`src/rtl/turbo_out_formatter.sv`:
```
// turbo_out_formatter: packs turbo encoder xk1/zk1/xk2/zk2 into rate-1/3 words
// {d2,d1,d0}, reorders the 12 termination bits into 4 tail words and buffers
// the words in a show-ahead FIFO with a valid/ready handshake.
// Ports: clk, reset (async, active-low), in_valid/in_tail/xk1/zk1/xk2/zk2/in_ready
// (input side), out_valid/out_ready/out_d/out_last (output side), err (sticky).
// Option: TURBO_FMT_BLKLEN_EN adds blk_len[12:0], data words of the last block.
module turbo_out_formatter #(
  parameter int DEPTH = 8,
  parameter int AW    = 3
) (
  input  logic       clk,
  input  logic       reset,
  input  logic       in_valid,
  input  logic       in_tail,
  input  logic       xk1,
  input  logic       zk1,
  input  logic       xk2,
  input  logic       zk2,
  output logic       in_ready,
  output logic       out_valid,
  input  logic       out_ready,
  output logic [2:0] out_d,
  output logic       out_last,
  output logic       err
`ifdef TURBO_FMT_BLKLEN_EN
  ,
  output logic [12:0] blk_len
`endif
);

  typedef enum logic {S_DATA, S_TAIL} state_e;

  localparam logic [AW:0] FULL = (AW+1)'(DEPTH);

  state_e      state_q, state_d;
  logic [2:0]  tcnt_q, tcnt_d;
  logic        x0_q, x0_d;
  logic [1:0]  z_q, z_d;
  logic        xp0_q, xp0_d;
  logic [1:0]  zp_q, zp_d;
  logic        err_q, err_d;

  logic        acc;
  logic        push;
  logic [2:0]  push_w;
  logic        push_last;
  logic        pop;

  logic [3:0]  mem_q [DEPTH];
  logic [AW-1:0] wr_q, rd_q;
  logic [AW:0] cnt_q;
  logic [3:0]  rd_word;

  // Room is judged on the registered count only, so a pop never frees a
  // slot for a push in the same cycle.
  assign in_ready  = reset & (cnt_q != FULL);
  assign acc       = in_valid & in_ready;
  assign out_valid = (cnt_q != '0);
  assign pop       = out_valid & out_ready;
  assign rd_word   = mem_q[rd_q];
  assign out_d     = out_valid ? rd_word[2:0] : 3'b000;
  assign out_last  = out_valid & rd_word[3];
  assign err       = err_q;

  always_comb begin
    state_d   = state_q;
    tcnt_d    = tcnt_q;
    x0_d      = x0_q;
    z_d       = z_q;
    xp0_d     = xp0_q;
    zp_d      = zp_q;
    err_d     = err_q;
    push      = 1'b0;
    push_w    = 3'b000;
    push_last = 1'b0;
    if (acc) begin
      unique case (1'b1)
        !in_tail: begin
          // A data cycle inside a tail aborts the partial tail.
          if (state_q == S_TAIL) err_d = 1'b1;
          state_d = S_DATA;
          tcnt_d  = 3'd0;
          push    = 1'b1;
          push_w  = {zk2, zk1, xk1};
        end
        in_tail && (state_q == S_DATA): begin
          x0_d    = xk1;
          z_d[0]  = zk1;
          tcnt_d  = 3'd1;
          state_d = S_TAIL;
        end
        in_tail && (state_q == S_TAIL): begin
          tcnt_d = tcnt_q + 3'd1;
          case (tcnt_q)
            3'd1: begin
              z_d[1] = zk1;
              push   = 1'b1;
              push_w = {xk1, z_q[0], x0_q};
            end
            3'd2: begin
              push   = 1'b1;
              push_w = {zk1, xk1, z_q[1]};
            end
            3'd3: begin
              xp0_d   = xk2;
              zp_d[0] = zk2;
            end
            3'd4: begin
              zp_d[1] = zk2;
              push    = 1'b1;
              push_w  = {xk2, zp_q[0], xp0_q};
            end
            default: begin
              push      = 1'b1;
              push_w    = {zk2, xk2, zp_q[1]};
              push_last = 1'b1;
              tcnt_d    = 3'd0;
              state_d   = S_DATA;
            end
          endcase
        end
        default: ;
      endcase
    end
  end

  always_ff @(posedge clk or negedge reset) begin
    if (!reset) begin
      state_q <= S_DATA;
      tcnt_q  <= 3'd0;
      x0_q    <= 1'b0;
      z_q     <= 2'b00;
      xp0_q   <= 1'b0;
      zp_q    <= 2'b00;
      err_q   <= 1'b0;
    end else begin
      state_q <= state_d;
      tcnt_q  <= tcnt_d;
      x0_q    <= x0_d;
      z_q     <= z_d;
      xp0_q   <= xp0_d;
      zp_q    <= zp_d;
      err_q   <= err_d;
    end
  end

  always_ff @(posedge clk or negedge reset) begin
    if (!reset) begin
      for (int i = 0; i < DEPTH; i++) mem_q[i] <= 4'h0;
      wr_q  <= '0;
      rd_q  <= '0;
      cnt_q <= '0;
    end else begin
      if (push) begin
        mem_q[wr_q] <= {push_last, push_w};
        wr_q        <= wr_q + 1'b1;
      end
      if (pop) rd_q <= rd_q + 1'b1;
      case ({push, pop})
        2'b10:   cnt_q <= cnt_q + 1'b1;
        2'b01:   cnt_q <= cnt_q - 1'b1;
        default: cnt_q <= cnt_q;
      endcase
    end
  end

`ifdef TURBO_FMT_BLKLEN_EN
  logic [12:0] dcnt_q, len_q;
  logic        dat_push;

  assign dat_push = acc & ~in_tail;
  assign blk_len  = len_q;

  always_ff @(posedge clk or negedge reset) begin
    if (!reset) begin
      dcnt_q <= '0;
      len_q  <= '0;
    end else if (push_last) begin
      len_q  <= dcnt_q;
      dcnt_q <= '0;
    end else if (dat_push && (dcnt_q != 13'h1FFF)) begin
      dcnt_q <= dcnt_q + 13'd1;
    end
  end
`else
  // No block-length counter in this build.
`endif

endmodule

```
`config.mk`:
```
export PLATFORM = sky130hd
export DESIGN_NAME = turbo_out_formatter
export DESIGN_NICKNAME = d
export VERILOG_FILES = /design/src/rtl/turbo_out_formatter.sv
export SDC_FILE = /design/constraint.sdc
export NUM_CORES = 1
export LEC_CHECK = 0
export CAP_MARGIN = 10
export CORE_MARGIN = 3
export CORE_UTILIZATION = 34
export CTS_CLUSTER_SIZE = 24
export DETAILED_ROUTE_END_ITERATION = 8
export PLACE_DENSITY_LB_ADDON = 0.1
export SYNTH_ARGS = -nofsm -noshare
export SYNTH_HDL_FRONTEND = slang
export SYNTH_SLANG_ARGS = --single-unit
```
`constraint.sdc`:
```
create_clock -name clk -period 3.15 [get_ports clk]
set_clock_uncertainty 0.05 [all_clocks]
set_input_delay 0.945 -clock clk [delete_from_list [all_inputs] [get_ports clk]]
set_output_delay 0.945 -clock clk [all_outputs]
set_load 0.005 [all_outputs]
```
Word-level counts from Yosys, hierarchy flattened
Cells that the tools add are included.
{ "totals": {"ff_bits": 53, "latch_bits": 0, "ram_bits": 0, "mem_bits_ro": 0, "input_bits": 9, "wordCells": 80, "mem_count": 0} }
{ "op_classes": {"add_sub_neg": 5, "multipliers": 0, "n_div": 0, "n_lt_le_gt_ge": 3, "eq_ne": 8, "shift": 0, "muxes": 21, "bitwise": 8, "reduce_logical": 15} }
{ "ops": {"columns": ["cell", "n"], "rows": [
  ["32-bit bitwise mux", 1],
  ["3-bit AND reduction", 5],
  ["4-bit binary-select mux with 3-bit select", 1],
  ["4-bit demux with 3-bit select", 1],
  ["4-bit 2-to-1 mux", 3],
  ["3-bit one-hot mux with 4 select lines", 1],
  ["3-bit by 1-bit adder with 3-bit output (second input constant)", 3],
  ["3-bit 2-to-1 mux", 3],
  ["3-bit one-hot mux with 3 select lines", 1],
  ["4-bit >= comparator (second input constant)", 2],
  ["3-bit inverter with 4-bit output", 2],
  ["4-bit one-hot mux with 2 select lines", 1],
  ["3-bit by 2-bit equality test with 1-bit output (second input constant)", 2],
  ["1-bit 2-to-1 mux", 6],
  ["3-bit one-hot mux with 2 select lines", 1],
  ["4-bit by 1-bit adder with 4-bit output (second input constant)", 1],
  ["1-bit AND", 4],
  ["4-bit by 1-bit less-than comparator with 1-bit output (second input constant)", 1],
  ["4-bit != test (second input constant)", 1],
  ["2-bit AND reduction", 2],
  ["4-bit nonzero test", 1],
  ["4-bit OR reduction", 1],
  ["4-bit by 1-bit subtractor with 4-bit output (second input constant)", 1],
  ["3-bit by 1-bit equality test with 1-bit output (second input constant)", 1],
  ["other kinds (11)", 14]
]} }

Logic depth before layout (Yosys ltp)
{ "logic_depth": {"word_depth": 6, "depth_mapped": 13} }

Least setup slack after synthesis
Ideal clock, no wire load.
{ "synth_path": {"path_type": "input to register", "startpoint": "input port in_valid", "endpoint": "register cnt_q[2]", "arrival_time_ps": 2418, "required_time_ps": 2970, "setup_slack_ps": 553, "path_stages": 10, "path_buffers": 0, "path_cell_list": "nand2_1 -> nor2_1 -> nand2_1 -> ha_1 -> xor2_1 -> ha_1 -> a21oi_1 -> xor2_1 -> nor2_1 -> xor2_1"} }
{ "synth_between": {"elab_chain_cells": 4} }
{ "synth_rtl": {"columns": ["element", "line", "text"], "rows": [
  ["from (decl)", "13", "input logic in_valid,"],
  ["1-bit AND (*)", "57", "assign acc = in_valid & in_ready;"],
  ["1-bit 2-to-1 mux (*)", "76", "if (acc) begin"],
  ["2-bit by 1-bit equality test with 1-bit output or 2-bit equality test (tied branches)", "159", "case ({push, pop})"],
  ["4-bit one-hot mux with 2 select lines or 2-bit nonzero test (tied branches)", null, null],
  ["to (signal assigned)", "160", "2'b10: cnt_q <= cnt_q + 1'b1;"],
  ["to (signal assigned)", "161", "2'b01: cnt_q <= cnt_q - 1'b1;"],
  ["to (signal assigned)", "162", "default: cnt_q <= cnt_q;"],
  ["to (decl)", "51", "logic [AW:0] cnt_q;"]
]} }
Mark *: on every way between the ends. The rest lies on a longest branch, timed or not.
A chain may end at the register's enable or synchronous reset.

Final worst setup path
{ "layout_path": {"startpoint": "register rd_q[0]", "endpoint": "output port out_d[1]"} }
{ "layout_between": {"elab_chain_cells": 5} }
{ "layout_rtl": {"columns": ["element", "line", "text"], "rows": [
  ["from (decl)", "50", "logic [AW-1:0] wr_q, rd_q;"],
  ["from (signal assigned)", "158", "if (pop) rd_q <= rd_q + 1'b1;"],
  ["3-bit inverter with 4-bit output (implied by the code)", "60", "assign rd_word = mem_q[rd_q];"],
  ["4-bit binary-select mux with 3-bit select", "60", null],
  ["4-bit 2-to-1 mux (implied by the code) (2 in series)", "60", null],
  ["3-bit 2-to-1 mux", "61", "assign out_d = out_valid ? rd_word[2:0] : 3'b000;"],
  ["to (decl)", "22", "output logic [2:0] out_d,"]
]} }
Every way passes these cells. The select of a mux whose other input is x is not followed.

==> impl_metrics.env <==
export IMPL_status="finished, final reports clean"
export IMPL_powerDensity_mw_per_mm2=802
export IMPL_cp_end_kind="output port"
export IMPL_fin_util_pct=41.3
export IMPL_syn_area_mm2=0.00286
export IMPL_clk_pin_slew_ns=0.10
export IMPL_setup_viol=0
export IMPL_hold_viol_final=0
export IMPL_path_delay_family="multiplexers"
export IMPL_slew_violations=0
export IMPL_slowest_stage="mux4_2"
export IMPL_areaGrowthSynthToFinish_pct=14.5
export IMPL_wl_per_cell_um=16.5
export IMPL_die_width_um=97.7
export IMPL_syn_avg_cell_area_um2=12.3
export IMPL_grt_pass1_vias=1887
export IMPL_cp_start_kind="flip-flop"
export IMPL_rows=32
export IMPL_drt_wl_total_um=5960
export IMPL_hold_buffers=0
export IMPL_synth_top_family_by_area="multiplexers"
export IMPL_worstHoldPathType="flip-flop to flip-flop"
export IMPL_ys_ff_latch=53
export IMPL_worst_slew_pin_slew_ns=0.688
export IMPL_clk_latency_ns=0.30
export IMPL_synth_nets=251
export IMPL_maxCapViolations=0
export IMPL_drt_pass1_iter_count=4
export IMPL_grt_max_degree=54
export IMPL_coreArea_mm2=0.00793
export IMPL_initial_core_util_pct=36.0
export IMPL_yosysWarnings=0
export IMPL_hold_path_startpoint="err$_DFFE_PN0P_"
export IMPL_first_iter_violations=65
export IMPL_drive_above_1_share_pct=26.6
export IMPL_io_pins=16
export IMPL_final_cell_mix="dfrtp_1 (53), mux2_2 (31), nand2_1 (16)"
export IMPL_grt_pass1_wl_um=10200
export IMPL_tritoncts="built"
export IMPL_critPathKind="flip-flop to output port"
export IMPL_p_int_mw=1.71
export IMPL_gp_congestion=0.770
export IMPL_die_area_mm2=0.00954
export IMPL_r2r_start="tcnt_q[2]$_DFFE_PN0P_"
export IMPL_muxShareOfSynthArea_pct=20.7
export IMPL_maxSlewHeadroom_pct=54.1
export IMPL_clkPwrFrac_pct=14.7
export IMPL_vdd_drop_max_uv=347
export IMPL_pwr_share_seq_pct=44.6
export IMPL_final_common_cell="dfrtp_1"
export IMPL_cp_startpoint="rd_q[0]$_DFFE_PN0P_"
export IMPL_synthCells=232
export IMPL_crit_arrival_ns=2.05
export IMPL_cts_sinks=53
export IMPL_grt_use_total_pct=13.4
export IMPL_synth_flop_cell="dfrtp_1"
export IMPL_io_buffers=15
export IMPL_antenna_found_initial=0
export IMPL_synthSimpleGateAreaFrac_pct=11.2
export IMPL_synth_xor_area_share_pct=2.76
export IMPL_cts_root_buffer="clkbuf_8"
export IMPL_hpwl_um=4400
export IMPL_nNetsFinal=277
export IMPL_power_frac_comb_pct=40.7
export IMPL_p_switching_mw=0.918
export IMPL_crit_buf_inv=2
export IMPL_cts_setup_buffers=0
export IMPL_htree_levels=2
export IMPL_worstPathRequired_ns=2.15
export IMPL_synth_edf_count=0
export IMPL_ctsResizeCount=0
export IMPL_synth_adder_area_share_pct=4.38
export IMPL_switching_share_pct=35.0
export IMPL_yosysSeqAreaShare_pct=46.4
export IMPL_grt_ovfl_total=0
export IMPL_nFillCells=776
export IMPL_min_period_ns=3.04
export IMPL_synthArstFlopShare_pct=100
export IMPL_antenna_left=0
export IMPL_n_antenna_cell=0
export IMPL_dieHeight_um=97.7
export IMPL_viasPerCell=5.13
export IMPL_finalCritPeriodShare_pct=96.6
export IMPL_synth_compound_area_share_pct=11.3
export IMPL_drc=0
export IMPL_critPathMaxStageDelay_ns=0.51
export IMPL_crit_chain="buf_12, mux4_2, mux2i_1, nor2_1, clkdlybuf4s50_1"
export IMPL_cts_inserted_buffers=5
export IMPL_fin_cells=361
export IMPL_path_max_fanout=9
export IMPL_dp_cells=353
export IMPL_rsz0062_at_grt="no"
export IMPL_clock_path_buffers=2
export IMPL_vias=1851
export IMPL_leakagePower_nw=1.42
export IMPL_synth_cell_types=46
export IMPL_setup_tns_ns=0
export IMPL_clock_fmax_mhz=329
==> per-stage QoR <==
step	power (mW)	hold WS, ns	area [um^2]	worst slack [ns]
after floorplan	1.90	0.409	2860	0.553
after detailed placement	2.28	0.407	3180	0.150
after global placement	2.26	0.411	3180	0.185
after CTS	2.68	0.434	3270	0.0484
final	2.62	0.427	3270	0.106
after global routing	2.85	0.451	3270	0.000948
==> logic make-up after synthesis <==
kind of cell | count (synthesis)
simple gates | 55
compound gates | 41
mux | 45
xor+xnor | 9
fa+ha+maj | 10
buf+inv | 19
flops | 53
==> worst register-to-register path, stage by stage, from the launching register on <==
cell and delay [ns]:
dfrtp_1 0.55, inv_1 0.12, ha_1 0.23, nand2b_2 0.24, nand2_1 0.12, nand2_1 0.08, ha_1 0.23, xor2_1 0.17
ha_1 0.19, a21oi_1 0.14, xor2_1 0.16, nor2_1 0.06, xor2_1 0.14
==> final timing paths <==
check,end,slack (ns),cells past startpoint
worst max register to register,cnt_q[2]$_DFFE_PN0P_,0.57,12
worst min-delay path,err$_DFFE_PN0P_,0.43,1
max in group asynchronous,err$_DFFE_PN0P_,1.79,2
min in group asynchronous,mem_q[10]$_DFFE_PN0P_,0.82,2
worst min register to register,err$_DFFE_PN0P_,0.43,1
worst max-delay path,out_d[1],0.11,5
==> sequential cells by signal, indices dropped and copies added (netlist names), 2 cells and up <==
register and count:
cnt_q 4, z_q 2, rd_q 3, tcnt_q 3
wr_q 3, mem_q 32, zp_q 2
==> power by group through the flow <==
stage | combinational [mW] | clock (mW) | sequential [mW]
6_report | 1.07 | 0.387 | 1.17
5_1_grt | 1.19 | 0.436 | 1.22
4_1_cts | 1.09 | 0.411 | 1.18
3_5_place_dp | 1.09 | 0 | 1.19
3_3_place_gp | 1.07 | 0 | 1.19
2_1_floorplan | 0.834 | 0 | 1.07
==> synthesized netlist by cell type, types with 2 or more instances <==
cell        n  share of area, %
o22ai_1     3              0.66
ha_1       10               4.4
nand3_1     5              0.88
mux4_2      8               6.3
mux2_2     31                12
xnor2_1     6               1.8
and2_1      3              0.66
nor2b_1     3              0.66
a41oi_1     7               2.1
dfrtp_1    53                46
buf_2       5              0.88
xor2_1      3              0.92
a21oi_1    14               2.5
nor2_1      9               1.2
clkbuf_1    2              0.26
nor3_1      4              0.70
mux2_1      2              0.79
nand2_4     2              0.79
mux2i_1     4               1.4
nand2_1    16               2.1
a221o_1     2              0.70
nand2b_1    3              0.66
a2111oi_4   2               1.9
buf_6       2              0.79
nand3b_1    2              0.53
inv_1      10               1.3
o21ai_0     2              0.35
==> layer usage <==
layer  vias up  global-route usage, %  wire [um]
li1        913                      -          -
met1       904                   20.1       3040
met2        27                   19.5       2680
met3         7                   2.37        155
met4         0                   4.15         78
met5         -                      0          0
==> area by class of cell <==
class	count	area, um^2	area share [%]
clock inverter	2	13.8	0.421
inverter	10	37.5	1.15
timing repair buffer	28	255	7.80
multi-input combinational	160	1440	44.0
tap	102	128	3.90
clock buffer	6	72.6	2.22
sequential	53	1330	40.6
No activity file was read; power rests on OpenSTA's default activity.
